==> src/rtl/apb_reg_slave_if.sv <==
// APB slave-side bus bundle for apb_reg_slave: request signals from the master,
// registered completion signals back from the slave.
interface apb_reg_slave_if #(
    parameter int ADDR_WIDTH = 11,
    parameter int DATA_WIDTH = 32
);
    logic [ADDR_WIDTH-1:0]   slave_paddr;
    logic                    slave_pprot;
    logic                    slave_psel;
    logic                    slave_penable;
    logic                    slave_pwrite;
    logic [DATA_WIDTH-1:0]   slave_pwdata;
    logic [DATA_WIDTH/8-1:0] slave_pstrb;
    logic                    slave_pready;
    logic [DATA_WIDTH-1:0]   slave_prdata;
    logic                    slave_pslverr;

    // Handshake: a transfer is a setup cycle (psel=1, penable=0) followed by access
    // cycles (psel=1, penable=1); it completes in the access cycle where pready=1,
    // and prdata/pslverr are meaningful only in that cycle (zero otherwise).
    modport master (
        output slave_paddr, slave_pprot, slave_psel, slave_penable, slave_pwrite,
               slave_pwdata, slave_pstrb,
        input  slave_pready, slave_prdata, slave_pslverr
    );

    modport slave (
        input  slave_paddr, slave_pprot, slave_psel, slave_penable, slave_pwrite,
               slave_pwdata, slave_pstrb,
        output slave_pready, slave_prdata, slave_pslverr
    );
endinterface

==> src/rtl/apb_reg_slave.sv <==
// APB register slave: NUM_REGS word registers (index 0 is a read-only ID),
// fixed wait states, byte strobes and a protected upper half.
module apb_reg_slave #(
    parameter int                    ADDR_WIDTH  = 11,
    parameter int                    DATA_WIDTH  = 32,
    parameter int                    NUM_REGS    = 16,
    parameter int                    WAIT_STATES = 2,
    parameter logic [DATA_WIDTH-1:0] ID_VALUE    = 32'hA0B0_0001
) (
    input  logic                           clk,
    input  logic                           reset_n,
    apb_reg_slave_if.slave                 bus,
    output logic [NUM_REGS*DATA_WIDTH-1:0] reg_out,
    output logic [1:0]                     dbg_state
);
    localparam int IW = ADDR_WIDTH - 2;
    localparam int SW = DATA_WIDTH / 8;

    typedef enum logic [1:0] {IDLE = 2'd0, WAIT = 2'd1, RESP = 2'd2} state_t;

    state_t                  state_q, state_d;
    logic [3:0]              cnt_q, cnt_d;
    logic [ADDR_WIDTH-1:0]   addr_q, addr_d;
    logic                    write_q, write_d;
    logic [DATA_WIDTH-1:0]   wdata_q, wdata_d;
    logic [SW-1:0]           strb_q, strb_d;
    logic                    prot_q, prot_d;
    logic                    pready_q, pready_d;
    logic [DATA_WIDTH-1:0]   prdata_q, prdata_d;
    logic                    pslverr_q, pslverr_d;
    logic [DATA_WIDTH-1:0]   regs_q [NUM_REGS];
    logic [DATA_WIDTH-1:0]   regs_d [NUM_REGS];
    logic [IW-1:0]           idx_q, idx_d;

    assign idx_q = addr_q[ADDR_WIDTH-1:2];
    assign idx_d = addr_d[ADDR_WIDTH-1:2];

    function automatic logic is_err(input logic [ADDR_WIDTH-1:0] addr,
                                    input logic write, input logic prot);
        logic [IW-1:0] idx;
        idx = addr[ADDR_WIDTH-1:2];
        return (addr[1:0] != 2'b00) || (idx >= IW'(NUM_REGS)) ||
               (write && (idx == '0)) ||
               (write && !prot && (idx >= IW'(NUM_REGS / 2)));
    endfunction

    always_comb begin
        state_d   = state_q;
        cnt_d     = cnt_q;
        addr_d    = addr_q;
        write_d   = write_q;
        wdata_d   = wdata_q;
        strb_d    = strb_q;
        prot_d    = prot_q;
        pready_d  = 1'b0;
        prdata_d  = '0;
        pslverr_d = 1'b0;
        regs_d    = regs_q;

        case (state_q)
            IDLE: begin
                // penable without a preceding setup is ignored
                if (bus.slave_psel && !bus.slave_penable) begin
                    addr_d  = bus.slave_paddr;
                    write_d = bus.slave_pwrite;
                    wdata_d = bus.slave_pwdata;
                    strb_d  = bus.slave_pstrb;
                    prot_d  = bus.slave_pprot;
                    cnt_d   = 4'(WAIT_STATES);
                    state_d = (WAIT_STATES == 0) ? RESP : WAIT;
                end
            end
            WAIT: begin
                if (!bus.slave_psel) begin
                    state_d = IDLE;
                    cnt_d   = '0;
                end else if (bus.slave_penable) begin
                    if (cnt_q <= 4'd1) begin
                        state_d = RESP;
                        cnt_d   = '0;
                    end else begin
                        cnt_d = cnt_q - 4'd1;
                    end
                end
            end
            RESP: begin
                state_d = IDLE;
                // Write lands on the edge that ends the completing access cycle.
                if (bus.slave_psel && bus.slave_penable && write_q &&
                    !is_err(addr_q, write_q, prot_q)) begin
                    for (int r = 1; r < NUM_REGS; r++) begin
                        if (idx_q == IW'(r)) begin
                            for (int b = 0; b < SW; b++) begin
                                if (strb_q[b]) regs_d[r][b*8 +: 8] = wdata_q[b*8 +: 8];
                            end
                        end
                    end
                end
            end
            default: state_d = IDLE;
        endcase

        // Response is built one cycle early so it leaves the flops with pready.
        if (state_d == RESP) begin
            pready_d = 1'b1;
            if (is_err(addr_d, write_d, prot_d)) begin
                pslverr_d = 1'b1;
            end else if (!write_d) begin
                if (idx_d == '0) prdata_d = ID_VALUE;
                for (int r = 1; r < NUM_REGS; r++) begin
                    if (idx_d == IW'(r)) prdata_d = regs_q[r];
                end
            end
        end
    end

    always_ff @(posedge clk or negedge reset_n) begin
        if (!reset_n) begin
            state_q   <= IDLE;
            cnt_q     <= '0;
            addr_q    <= '0;
            write_q   <= 1'b0;
            wdata_q   <= '0;
            strb_q    <= '0;
            prot_q    <= 1'b0;
            pready_q  <= 1'b0;
            prdata_q  <= '0;
            pslverr_q <= 1'b0;
            for (int r = 0; r < NUM_REGS; r++) regs_q[r] <= '0;
        end else begin
            state_q   <= state_d;
            cnt_q     <= cnt_d;
            addr_q    <= addr_d;
            write_q   <= write_d;
            wdata_q   <= wdata_d;
            strb_q    <= strb_d;
            prot_q    <= prot_d;
            pready_q  <= pready_d;
            prdata_q  <= prdata_d;
            pslverr_q <= pslverr_d;
            for (int r = 0; r < NUM_REGS; r++) regs_q[r] <= regs_d[r];
        end
    end

    always_comb begin
        reg_out = '0;
        for (int r = 0; r < NUM_REGS; r++) begin
            reg_out[r*DATA_WIDTH +: DATA_WIDTH] = (r == 0) ? ID_VALUE : regs_q[r];
        end
    end

    assign bus.slave_pready  = pready_q;
    assign bus.slave_prdata  = prdata_q;
    assign bus.slave_pslverr = pslverr_q;
    assign dbg_state         = state_q;
endmodule

==> src/flat_wrapper.sv <==
// flat-port wrapper written by rule: the top's interface ports become plain ports
module apb_reg_slave_flat 
#(
    parameter int                    ADDR_WIDTH  = 11,
    parameter int                    DATA_WIDTH  = 32,
    parameter int                    NUM_REGS    = 16,
    parameter int                    WAIT_STATES = 2,
    parameter logic [DATA_WIDTH-1:0] ID_VALUE    = 32'hA0B0_0001
)
  (clk, reset_n, reg_out, dbg_state, bus_slave_paddr, bus_slave_pprot, bus_slave_psel, bus_slave_penable, bus_slave_pwrite, bus_slave_pwdata, bus_slave_pstrb, bus_slave_pready, bus_slave_prdata, bus_slave_pslverr);
  apb_reg_slave_if #(.ADDR_WIDTH(ADDR_WIDTH), .DATA_WIDTH(DATA_WIDTH)) bus_i ();
  input  logic clk;
  input  logic reset_n;
  output logic [NUM_REGS*DATA_WIDTH-1:0] reg_out;
  output logic [1:0] dbg_state;
  input wire logic [$bits(bus_i.slave_paddr)-1:0] bus_slave_paddr;
  input wire logic [$bits(bus_i.slave_pprot)-1:0] bus_slave_pprot;
  input wire logic [$bits(bus_i.slave_psel)-1:0] bus_slave_psel;
  input wire logic [$bits(bus_i.slave_penable)-1:0] bus_slave_penable;
  input wire logic [$bits(bus_i.slave_pwrite)-1:0] bus_slave_pwrite;
  input wire logic [$bits(bus_i.slave_pwdata)-1:0] bus_slave_pwdata;
  input wire logic [$bits(bus_i.slave_pstrb)-1:0] bus_slave_pstrb;
  output wire logic [$bits(bus_i.slave_pready)-1:0] bus_slave_pready;
  output wire logic [$bits(bus_i.slave_prdata)-1:0] bus_slave_prdata;
  output wire logic [$bits(bus_i.slave_pslverr)-1:0] bus_slave_pslverr;
  assign bus_i.slave_paddr = bus_slave_paddr;
  assign bus_i.slave_pprot = bus_slave_pprot;
  assign bus_i.slave_psel = bus_slave_psel;
  assign bus_i.slave_penable = bus_slave_penable;
  assign bus_i.slave_pwrite = bus_slave_pwrite;
  assign bus_i.slave_pwdata = bus_slave_pwdata;
  assign bus_i.slave_pstrb = bus_slave_pstrb;
  assign bus_slave_pready = bus_i.slave_pready;
  assign bus_slave_prdata = bus_i.slave_prdata;
  assign bus_slave_pslverr = bus_i.slave_pslverr;
  apb_reg_slave #(.ADDR_WIDTH(ADDR_WIDTH), .DATA_WIDTH(DATA_WIDTH), .NUM_REGS(NUM_REGS), .WAIT_STATES(WAIT_STATES), .ID_VALUE(ID_VALUE)) u_core (.clk(clk), .reset_n(reset_n), .bus(bus_i), .reg_out(reg_out), .dbg_state(dbg_state));
endmodule
==> config.mk <==
export PLATFORM = sky130hd
export DESIGN_NAME = apb_reg_slave_flat
export DESIGN_NICKNAME = d
export VERILOG_FILES = /design/src/rtl/apb_reg_slave_if.sv /design/src/rtl/apb_reg_slave.sv /design/src/flat_wrapper.sv
export SDC_FILE = /design/constraint.sdc
export NUM_CORES = 1
export LEC_CHECK = 0
export ABC_AREA = 1
export CORE_AREA = 2 2 235 237
export DETAILED_ROUTE_END_ITERATION = 10
export DIE_AREA = 0 0 237 239
export GPL_ROUTABILITY_DRIVEN = 0
export HOLD_SLACK_MARGIN = 0.15
export PLACE_DENSITY = 0.75
export SLEW_MARGIN = 20
export SYNTH_ARGS = -nofsm -noshare
export SYNTH_HDL_FRONTEND = slang
export SYNTH_SLANG_ARGS = --single-unit
==> constraint.sdc <==
create_clock -name clk -period 4.08 [get_ports clk]
set_input_delay 0.612 -clock clk [delete_from_list [all_inputs] [get_ports clk]]
set_output_delay 0.612 -clock clk [all_outputs]
set_load 0.02 [all_outputs]
==> Yosys cells after proc, flatten, opt, wreduce, memory -nomap -nowiden <==
Index checks and enable logic that the tools add are counted.
Widths: inputs -> output; s select.
{ "word_totals": {"register_bits": 569, "elab_cells": 237, "in_bits": 53} }
{ "classes": {"order_cmp": 5, "n_reduce_logical": 88, "add_sub_neg": 1, "n_mux": 38, "eq_ne": 35} }
{ "op_table": {"columns": ["cell", "n"], "rows": [
  ["$mux 32", 19],
  ["$reduce_and 4->1", 60],
  ["$eq 9x4->1 const B", 16],
  ["$eq 9x3->1 const B", 8],
  ["$eq 9x2->1 const B", 4],
  ["$mux 11", 2],
  ["$eq 9x1->1 const B", 2],
  ["$ge 9x4->1 const B", 2],
  ["$ge 9x5->1 const B", 2],
  ["$logic_not 9->1", 2],
  ["$mux 4", 4],
  ["$logic_and 1x1->1", 10],
  ["$mux 2", 4],
  ["$pmux 4 s2", 1],
  ["$mux 1", 7],
  ["$logic_or 1x1->1", 6],
  ["$reduce_bool 2->1", 3],
  ["$eq 2x2->1 const B", 2],
  ["$le 4x1->1 const B", 1],
  ["$logic_not 1->1", 4],
  ["$pmux 2 s2", 1],
  ["$sub 4x1->4 const B", 1],
  ["$ne 3x3->1 const B", 1],
  ["$reduce_and 3->1", 1],
  ["4 further kinds", 4]
]} }

==> Longest topological paths before layout <==
Gate-level depths: netlist (run 1).
{ "logic_depth": {"depth_word": 24, "mapped_depth": 24} }

==> Worst setup path after synthesis (run 1) <==
Ideal clock, no wire load.
{ "synth_timing": {"kind": "input-to-reg", "from": "in bus_slave_psel", "to": "reg u_core.prdata_q[10] (netlist: u_core.bus.slave_prdata[10])", "path_stages": 20, "arrival_ns": 2.499, "slack_ns": 1.468, "t_required_ns": 3.967, "setup_ns": 0.113, "path_cell_list": "inv_2 > nor2_4 > nand2_1 > buf_6 > buf_6 > o21ai_4 > nand2_4 > nor2_4 > nand2_2 > buf_2 > nor2_1 > nor2_1 > nand2_1 > nand4_1 > nor2_1 > nand4_1 > nor2_1 > nand4_1 > nand2_1 > inv_1"} }
{ "synth_via": {"elab_chain_cells": 22, "elab_cells_between_ends": 55, "cone_classes": "order compare (2); eq/ne (16); mux (27); reduce/logical (10)"} }
{ "synth_lines": {"columns": ["item", "line_no", "rtl"], "rows": [
  ["start, declared", "flat_wrapper.sv:18", "input wire logic [$bits(bus_i.slave_psel)-1:0] bus_slave_psel;"],
  ["$logic_and 1x1->1 (*)", "apb_reg_slave.sv:63", "if (bus.slave_psel && !bus.slave_penable) begin"],
  ["$mux 11 (*)", "apb_reg_slave.sv:63", null],
  ["$mux 11 (*)", "apb_reg_slave.sv:60", "case (state_q)"],
  ["net u_core.addr_d[2]", "apb_reg_slave.sv:23", "logic [ADDR_WIDTH-1:0] addr_q, addr_d;"],
  ["$eq 9x1->1", "apb_reg_slave.sv:111", "if (idx_d == IW'(r)) prdata_d = regs_q[r];"],
  ["$mux 32 (15 in series)", "apb_reg_slave.sv:111", null],
  ["$mux 32", "apb_reg_slave.sv:108", "end else if (!write_d) begin"],
  ["$mux 32 (*)", "apb_reg_slave.sv:106", "if (is_err(addr_d, write_d, prot_d)) begin"],
  ["$mux 32 (*)", "apb_reg_slave.sv:104", "if (state_d == RESP) begin"],
  ["net u_core.prdata_d[10]", "apb_reg_slave.sv:29", "logic [DATA_WIDTH-1:0] prdata_q, prdata_d;"],
  ["end signal, assigned", "apb_reg_slave.sv:139", "prdata_q <= prdata_d;"],
  ["end, declared", "apb_reg_slave.sv:29", null]
]} }
Mark *: on every way through the listed nets, which the timed path passes. The rest lies on a longest branch.
A chain may end at the register's enable or synchronous reset.

==> Worst setup path after layout (run 1) <==
{ "layout_timing": {"from": "reg u_core.state_q[1] (netlist: u_core.dbg_state[1])", "to": "reg u_core.prdata_q[27] (netlist: u_core.bus.slave_prdata[27])"} }
{ "layout_via": {"elab_chain_cells": 21, "elab_cells_between_ends": 55, "cone_classes": "order compare (2); eq/ne (17); mux (26); reduce/logical (10)"} }
{ "layout_lines": {"columns": ["item", "line_no", "rtl"], "rows": [
  ["start, declared", "apb_reg_slave.sv:21", "state_t state_q, state_d;"],
  ["start signal, assigned", "apb_reg_slave.sv:131", "state_q <= state_d;"],
  ["$logic_not 2->1", "apb_reg_slave.sv:60", null],
  ["$mux 11", "apb_reg_slave.sv:60", null],
  ["$eq 9x1->1", "apb_reg_slave.sv:111", null],
  ["$mux 32 (15 in series)", "apb_reg_slave.sv:111", null],
  ["$mux 32", "apb_reg_slave.sv:108", null],
  ["$mux 32", "apb_reg_slave.sv:106", null],
  ["$mux 32 (*)", "apb_reg_slave.sv:104", null],
  ["net u_core.prdata_d[27]", "apb_reg_slave.sv:29", null]
]} }
Marks and branches as above.

==> metrics.log, run 1 <==
[metrics] unrepaired setup endpoints after global routing: false
[metrics] Cell Rows: 86
[metrics] critical path cell sequence: nor2_1, nand2_1, o21ai_1, nand2_1, inv_2, nand3_1, nor2_4, buf_4, a21oi_1, nand3_1, nand2_1, nand3_1, nand2_1, nand2_1, nand2_1, a21oi_1
[metrics] sort of element at the end of the critical path: flip-flop
[metrics] final setup TNS: 0 ns
[metrics] clock edge transition at the registers on the reported setup and hold paths: 0.06 ns
[metrics] dominant synthesized flop cell: sky130_fd_sc_hd__dfrtp_1
[metrics] number of buffers created by CTS: 59
[metrics] static leakage power: 14.9 nW
[metrics] CP arrival: 4.00 ns
[metrics] gate count of the mapped netlist: 2989
[metrics] design area: 0.0336 mm²
[metrics] vertical die dimension: 239 µm
[metrics] path depth of the worst reg2reg path: 16
[metrics] flip-flop and latch count after synthesis: 569
[metrics] total power after layout: 0.0135 W
[metrics] worst setup path class: flip-flop to flip-flop
[metrics] clock tree root driver cell: sky130_fd_sc_hd__clkbuf_16
[metrics] layout cells sized above 1: 0.0628
[metrics] post-synth cell types: 41
[metrics] delay contributed by the slowest stage of the critical path: 0.45 ns
[metrics] EDFF count, synth: 0
[metrics] critical path launch point type: flip-flop
[metrics] number of antenna violations at the first check in global routing: 3
[metrics] clock tree from TritonCTS: done
[metrics] total wire length: 99000 µm
[metrics] Clock Sink Count: 569
[metrics] post-synthesis average cell area: 8.32 µm²
[metrics] timing-limited maximum frequency: 288 MHz
[metrics] total number of vias: 23800
[metrics] diode insertion count for antenna repair: 0
[metrics] final count of pins violating max slew: 0
[metrics] power density over cell area: 401 mW/mm²
[metrics] worst clock skew on the final layout: 0.0267 ns
[metrics] remaining number of nets flagged by the antenna check after routing: 0
[metrics] wire length of the first global-routing pass: 146000 µm
[metrics] cell area after technology mapping: 0.0249 mm²
[metrics] maximum number of pins on one net before global-route repair: 121
[metrics] core region area: 0.0543 mm²
[metrics] outcome: finished clean
[metrics] drt initial violations: 2379
[metrics] vias in the first global route: 22700
[metrics] Yosys warnings: 0
[metrics] actual slew at the worst max-slew pin: 0.813 ns
[metrics] drt drc: 0
[metrics] VDD IR-drop max: 370 µV
[metrics] Final Hold Fails: 0
[metrics] total global routing track utilization: 0.346
[metrics] growth of design area from synthesis to finish: 35.2%
[metrics] total congestion overflow: 0
[metrics] count of cells along the worst hold path: 2
[metrics] number of cells in the design after placement: 4176
[metrics] number of search-and-repair iterations in the first detailed-routing pass: 6
[metrics] Setup violations, final: 0
[metrics] deepest clock path buffer count: 3
[metrics] sequential fraction of the synthesis area: 0.573
[metrics] final net count: 3589
[metrics] count of buffers from port buffering: 568
[metrics] Period minus WS final: 3.47 ns
[metrics] max-capacitance violation count: 0
[metrics] crit share post-route: 0.851
[metrics] number of filler cells placed in the layout: 4728
[metrics] clock network latency to the later pin of the worst-skew pair: 0.65 ns
[metrics] H-tree depth: 2
[metrics] post-DP HPWL: 73100 µm
[metrics] buffers inserted during post-CTS setup optimization: 0
[metrics] worst hold-check path type: flip-flop to flip-flop
[metrics] share of async-settable or async-resettable flops after synthesis: 1.00
[metrics] Die Span X: 237 µm
[metrics] number of non-filler instances in the completed layout: 4288
[metrics] starting utilization of the core area: 0.457
[metrics] Worst path slowest cell: sky130_fd_sc_hd__o21ai_1
[metrics] maximum fanout along the worst path: 25
[metrics] Placed Area: 0.0315 mm²
[metrics] area of the die: 0.0566 mm²
[metrics] Required @ worst endpoint: 4.61 ns
[metrics] setup slack of the most critical reg-to-reg path: 0.61 ns
[metrics] area taken by flip-flops and latches: 0.0142 mm²
[metrics] worst slack on hold paths: 0.491 ns
[metrics] vias per cell: 5.55
[metrics] worst slew slack as a fraction of its limit: 0.457
[metrics] post-DR wirelength/cell: 23.1 µm
[metrics] area of the multi-input gates: 0.00923 mm²
[metrics] most frequent cell on the critical path: sky130_fd_sc_hd__nand2_1
[metrics] total I/O pin count: 601
[worst paths after layout]
check                                         start                          end
worst max-delay path            u_core.dbg_state[1]  u_core.bus.slave_prdata[27]
worst min-delay path               u_core.strb_q[0]             u_core.strb_q[0]
worst max register to register  u_core.dbg_state[1]  u_core.bus.slave_prdata[27]
worst min register to register     u_core.strb_q[0]             u_core.strb_q[0]
max in group asynchronous                   reset_n   u_core.bus.slave_prdata[3]
min in group asynchronous                   reset_n           u_core.wdata_q[26]
[logic make-up (layout without fill, tap and decap cells)]
logic type | after synthesis | after routing | share of synthesized area
muxes | 2 | 2 | 0.000805
adders and majority gates | 2 | 2 | 0.00101
buffers and inverters | 357 | 922 | 0.0619
AOI/OAI and AO/OA | 623 | 623 | 0.128
other | 2 | 32 | 0.000302
DFF | 569 | 569 | 0.573
and+or+nand+nor | 1434 | 1434 | 0.235
[synthesized netlist by cell type (5+ instances only)]
library cell                count  share of area
sky130_fd_sc_hd__inv_1        150          0.023
sky130_fd_sc_hd__nand2_2        7         0.0018
sky130_fd_sc_hd__nor4_1         5         0.0013
sky130_fd_sc_hd__nor3_1        11         0.0022
sky130_fd_sc_hd__o21ai_0      537           0.11
sky130_fd_sc_hd__a21oi_1       63          0.013
sky130_fd_sc_hd__nor2_1       229          0.035
sky130_fd_sc_hd__o2111ai_1      5         0.0018
sky130_fd_sc_hd__clkbuf_1     119          0.018
sky130_fd_sc_hd__o21ai_1        5         0.0010
sky130_fd_sc_hd__dfrtp_1      569           0.57
sky130_fd_sc_hd__buf_2         31         0.0062
sky130_fd_sc_hd__nor2_2         7         0.0018
sky130_fd_sc_hd__nand3_1       72          0.014
sky130_fd_sc_hd__buf_4         36          0.011
sky130_fd_sc_hd__nand4_1       84          0.021
sky130_fd_sc_hd__o21bai_1       7         0.0021
sky130_fd_sc_hd__inv_2         13         0.0020
sky130_fd_sc_hd__nand2_1      998           0.15
[routing by layer]
layer,part of all wire,track usage,vias to the layer above
met2,0.47,0.569,1370
met5,0.00037,0,-
li1,-,-,10700
met3,0.10,0.0968,285
met4,0.056,0.179,6
met1,0.37,0.418,11400
[power breakdown]
group          switching, W  internal, W  total [W]
registers         0.0000875      0.00582    0.00590
logic               0.00132     0.000310    0.00163
clock network       0.00239      0.00356    0.00595
[worst max-delay path, delay by kind of cell (launching register included)]
| kind | cells | cell delay (ns) |
|---|---|---|
| buffers and inverters | 2 | 0.48 |
| AO/OA/AOI/OAI | 3 | 0.74 |
| flip-flops | 1 | 0.41 |
| AND/OR/NAND/NOR | 11 | 1.74 |
[flip-flops by register name (all words and copies together) (netlist names)]
signal,count
u_core.strb_q,4
u_core.write_q,1
u_core.reg_out,480
u_core.addr_q,11
u_core.dbg_state,2
u_core.bus.slave_pslverr,1
u_core.wdata_q,32
u_core.prot_q,1
u_core.cnt_q,4
u_core.bus.slave_prdata,32
u_core.bus.slave_pready,1
[cell type report]
| cell class | instances | share of cell area |
|---|---|---|
| Clock inverter | 28 | 0.0124 |
| Timing Repair Buffer | 646 | 0.193 |
| Inverter | 165 | 0.0185 |
| Clock buffer | 83 | 0.0511 |
| Tap cell | 704 | 0.0262 |
| Multi-Input combinational cell | 2093 | 0.275 |
| Sequential cell | 569 | 0.424 |
[cell usage in the layout (no fill, tap or decap), types with 2 or more instances in the layout]
| cell type | count |
|---|---|
| sky130_fd_sc_hd__o21ai_1 | 5 |
| sky130_fd_sc_hd__and2_1 | 4 |
| sky130_fd_sc_hd__nand3_1 | 72 |
| sky130_fd_sc_hd__bufinv_16 | 10 |
| sky130_fd_sc_hd__inv_2 | 13 |
| sky130_fd_sc_hd__buf_12 | 17 |
| sky130_fd_sc_hd__clkbuf_8 | 13 |
| sky130_fd_sc_hd__o21bai_1 | 7 |
| sky130_fd_sc_hd__nor2_2 | 9 |
| sky130_fd_sc_hd__inv_1 | 150 |
| sky130_fd_sc_hd__a31oi_1 | 2 |
| sky130_fd_sc_hd__nor3_1 | 11 |
| sky130_fd_sc_hd__o21ai_0 | 537 |
| sky130_fd_sc_hd__nand2_2 | 7 |
| sky130_fd_sc_hd__nand2_1 | 998 |
| sky130_fd_sc_hd__buf_4 | 60 |
| sky130_fd_sc_hd__a21oi_1 | 63 |
| sky130_fd_sc_hd__nor2_1 | 224 |
| sky130_fd_sc_hd__ha_1 | 2 |
| sky130_fd_sc_hd__clkbuf_16 | 60 |
| sky130_fd_sc_hd__mux2i_1 | 2 |
| sky130_fd_sc_hd__clkdlybuf4s50_1 | 567 |
| sky130_fd_sc_hd__nand4_1 | 84 |
| sky130_fd_sc_hd__clkinvlp_4 | 5 |
| sky130_fd_sc_hd__clkinv_2 | 11 |
| sky130_fd_sc_hd__dfrtp_1 | 569 |
| sky130_fd_sc_hd__nor3_4 | 2 |
| sky130_fd_sc_hd__clkbuf_1 | 10 |
| sky130_fd_sc_hd__nor4_1 | 5 |
| sky130_fd_sc_hd__o2111ai_1 | 5 |
| sky130_fd_sc_hd__or2_0 | 3 |
| sky130_fd_sc_hd__or2_2 | 3 |
| sky130_fd_sc_hd__conb_1 | 32 |
| sky130_fd_sc_hd__nor2_4 | 7 |
[through the flow]
stage,setup slack [ns],util
3_5_place_dp,0.110,0.579
6_report,0.607,0.618
3_3_place_gp,0.176,0.579
4_1_cts,0.715,0.618
5_1_grt,0.413,0.618
2_1_floorplan,1.47,-
[what timing repair did]
action,in CTS,in global routing
gates resized for setup,0,0
hold buffers,1,0
setup endpoints to repair,0,0
endpoints found under the hold margin,64,0
Power figures use the tool's default switching activity.
==> run 2, diff against run 1 <==
--- a/config.mk
+++ b/config.mk
@@ -9,2 +9,3 @@
 export CORE_AREA = 2 2 235 237
+export CTS_CLUSTER_DIAMETER = 200
 export DETAILED_ROUTE_END_ITERATION = 10
@@ -14,2 +15,3 @@
 export PLACE_DENSITY = 0.75
+export SETUP_SLACK_MARGIN = 0.5
 export SLEW_MARGIN = 20
==> constraint.sdc (replaced) <==
create_clock -name clk -period 4.08 [get_ports clk]
set_input_delay 0.816 -clock clk [delete_from_list [all_inputs] [get_ports clk]]
set_output_delay 0.816 -clock clk [all_outputs]
set_load 0.02 [all_outputs]
==> metrics.log, run 2 (same netlist as run 1, synthesis figures left out) <==
[metrics] post-DR wirelength/cell: 22.9 µm (-0.68%)
[metrics] number of non-filler instances in the completed layout: 4308 (+0.47%)
[metrics] final count of pins violating max slew: 0 (unchanged)
[metrics] worst clock skew on the final layout: 0.0119 ns (-0.0148 ns)
[metrics] worst slew slack as a fraction of its limit: 0.421 (-0.0360)
[metrics] number of buffers created by CTS: 57 (-3.4%)
[metrics] sort of element at the end of the critical path: flip-flop
[metrics] clock network fraction of design power: 0.433 (-0.008)
[metrics] Setup violations, final: 0 (unchanged)
[metrics] remaining number of nets flagged by the antenna check after routing: 0 (unchanged)
[metrics] critical path launch point type: input port
[metrics] design area: 0.0338 mm² (+0.53%)
[metrics] actual slew at the worst max-slew pin: 0.861 ns (+0.0483 ns)
[metrics] Final Hold Fails: 0 (unchanged)
[metrics] starting utilization of the core area: 0.457 (unchanged)
[metrics] layout cells sized above 1: 0.0708 (+0.00798)
[metrics] area of the die: 0.0566 mm² (unchanged)
[metrics] Required @ worst endpoint: 4.59 ns (-0.02 ns)
[metrics] static leakage power: 15.0 nW (+0.74%)
[metrics] Placed Area: 0.0317 mm² (+0.79%)
[metrics] GRT met2 Usage: 0.574 (+0.00455)
[metrics] total I/O pin count: 601 (unchanged)
[metrics] deepest clock path buffer count: 3 (unchanged)
[metrics] buffers inserted during post-CTS setup optimization: 0 (unchanged)
[metrics] total congestion overflow: 0 (unchanged)
[metrics] worst hold-check path type: input port to asynchronous set/reset pin
[metrics] timing-limited maximum frequency: 297 MHz (+3.1%)
[metrics] growth of design area from synthesis to finish: 35.9%
[metrics] worst setup path class: input port to flip-flop
[metrics] vertical die dimension: 239 µm (unchanged)
[metrics] drt drc: 0 (unchanged)
[metrics] fraction of met1 tracks used by global routing: 0.429 (+0.0107)
[metrics] maximum number of pins on one net before global-route repair: 95 (-21%)
[metrics] total global routing track utilization: 0.346 (-0.000633)
[metrics] Die Span X: 237 µm (unchanged)
[metrics] Period minus WS final: 3.37 ns (-0.105 ns)
[metrics] Int Power: 0.00958 W (-1.1%)
[metrics] H-tree depth: 2 (unchanged)
[metrics] highest-utilization routing layer at the global route stage: met2
[metrics] VDD IR-drop max: 339 µV (-8.3%)
[metrics] Cell Rows: 86 (unchanged)
[metrics] leading cell types in the layout, fill and taps excluded: sky130_fd_sc_hd__nand2_1 (997), sky130_fd_sc_hd__dfrtp_1 (569), sky130_fd_sc_hd__clkdlybuf4s50_1 (567)
[metrics] final setup TNS: 0 ns (unchanged)
[metrics] max-capacitance violation count: 0 (unchanged)
[metrics] outcome: finished clean
[metrics] crit share post-route: 0.826 (-0.0257)
[metrics] clock edge transition at the registers on the reported setup and hold paths: 0.06 ns (about the same)
[metrics] share of total power in combinational logic: 0.124 (+0.003)
[metrics] clock tree root driver cell: sky130_fd_sc_hd__clkbuf_16
[metrics] max FFs per register: 480 (unchanged)
[metrics] total wire length: 98800 µm (-0.22%)
[metrics] Clock Sink Count: 569 (unchanged)
[metrics] total power after layout: 0.0133 W (-1.3%)
[metrics] power density over cell area: 394 mW/mm² (-1.8%)
[metrics] most frequent standard cell in the layout excluding fill and tap cells: sky130_fd_sc_hd__nand2_1
[metrics] vias per cell: 5.56 (+0.15%)
[metrics] met3 usage in global routing: 0.0855 (-0.0113)
[metrics] CP arrival: 3.88 ns (-0.12 ns)
[metrics] core region area: 0.0543 mm² (unchanged)
[metrics] drt initial violations: 2611 (+9.8%)
[metrics] maximum fanout along the worst path: 39 (+56%)
[metrics] part of the total power dissipated in sequential elements: 0.444 (+0.006)
[metrics] post-DP HPWL: 74100 µm (+1.4%)
[metrics] count of buffers from port buffering: 568 (unchanged)
[metrics] number of cells in the design after placement: 4204 (+0.67%)
[metrics] unrepaired setup endpoints after global routing: false
[metrics] diode insertion count for antenna repair: 0 (unchanged)
[metrics] wire length of the first global-routing pass: 146000 µm (about the same)
[metrics] number of search-and-repair iterations in the first detailed-routing pass: 9 (+3)
[metrics] number of antenna violations at the first check in global routing: 2 (-1)
[metrics] clock network latency to the later pin of the worst-skew pair: 0.62 ns (-0.03 ns)
[metrics] total number of vias: 23900 (+0.62%)
[metrics] final net count: 3614 (+0.70%)
[metrics] switching power summed over all nets: 0.00373 W (-1.8%)
[metrics] switch share: 0.280 (-0.00154)
[metrics] vias in the first global route: 22500 (-1.0%)
[metrics] clock tree from TritonCTS: done
==> run 2: worst paths after layout <==
check                           depth (start not counted)  slack [ns]                           to                 from
worst max-delay path                                   20        0.71  u_core.bus.slave_prdata[13]       bus_slave_psel
worst min-delay path                                    1        0.21           u_core.wdata_q[17]              reset_n
worst max register to register                         17        0.89  u_core.bus.slave_prdata[13]  u_core.dbg_state[1]
worst min register to register                          2        0.47             u_core.strb_q[2]     u_core.strb_q[2]
max in group asynchronous                               2        2.85          u_core.reg_out[473]              reset_n
min in group clk                                        2        0.47             u_core.strb_q[2]     u_core.strb_q[2]
==> run 2: metrics by stage <==
stage / util / hold slack [ns] / setup WS [ns]
floorplan: - / 0.441 / 1.26
CTS: 0.621 / 0.224 / 0.668
global route: 0.622 / 0.251 / 0.438
detailed placement: 0.583 / 0.464 / 0.0209
finish: 0.622 / 0.210 / 0.712
global placement: 0.583 / 0.464 / 0.106
==> run 2: routing by layer <==
layer	wire (µm)	share of wire	vias up
met5	20	0.00020	-
met3	10100	0.10	267
met4	4800	0.049	4
li1	-	-	10800
met1	36400	0.37	11600
met2	47500	0.48	1333
==> run 2: cell type report <==
cell class | count | area (µm²)
clock buffer | 83 | 1740
clock inverter | 21 | 322
fill | 4639 | 20600
inverter | 165 | 622
multi-input combinational | 2093 | 9250
sequential | 569 | 14200
tap | 704 | 881
timing repair buffer | 673 | 6730
==> run 2: power groups by stage <==
| stage | combinational [W] | clock, W | sequential [W] |
|---|---|---|---|
| after floorplan | 0.000872 | 0 | 0.00598 |
| after global placement | 0.00160 | 0 | 0.00599 |
| after detailed placement | 0.00163 | 0 | 0.00600 |
| after CTS | 0.00163 | 0.00579 | 0.00590 |
| after global routing | 0.00178 | 0.00602 | 0.00592 |
| final | 0.00165 | 0.00576 | 0.00590 |
==> run 2: critical path, cell delays in order <==
cell	delay (ns)
sky130_fd_sc_hd__clkdlybuf4s50_1	0.49
sky130_fd_sc_hd__buf_4	0.14
sky130_fd_sc_hd__nand2_1	0.11
sky130_fd_sc_hd__nor2_4	0.23
sky130_fd_sc_hd__nand2_1	0.17
sky130_fd_sc_hd__nand2_2	0.16
sky130_fd_sc_hd__nand2_1	0.06
sky130_fd_sc_hd__nor2_1	0.13
sky130_fd_sc_hd__nand2_1	0.13
sky130_fd_sc_hd__nor2_4	0.14
sky130_fd_sc_hd__buf_12	0.22
sky130_fd_sc_hd__nor2_1	0.08
sky130_fd_sc_hd__nand2_1	0.06
sky130_fd_sc_hd__nand4_1	0.10
sky130_fd_sc_hd__o21bai_1	0.29
sky130_fd_sc_hd__nand4_1	0.24
sky130_fd_sc_hd__nand2_1	0.11
sky130_fd_sc_hd__nand3_1	0.06
sky130_fd_sc_hd__nand2_1	0.06
sky130_fd_sc_hd__inv_1	0.04
==> run 2: what timing repair did <==
| action | in CTS | in global routing |
|---|---|---|
| hold buffers | 0 | 0 |
| setup endpoints to repair | 0 | 29 |
| gates resized for setup | 0 | 5 |
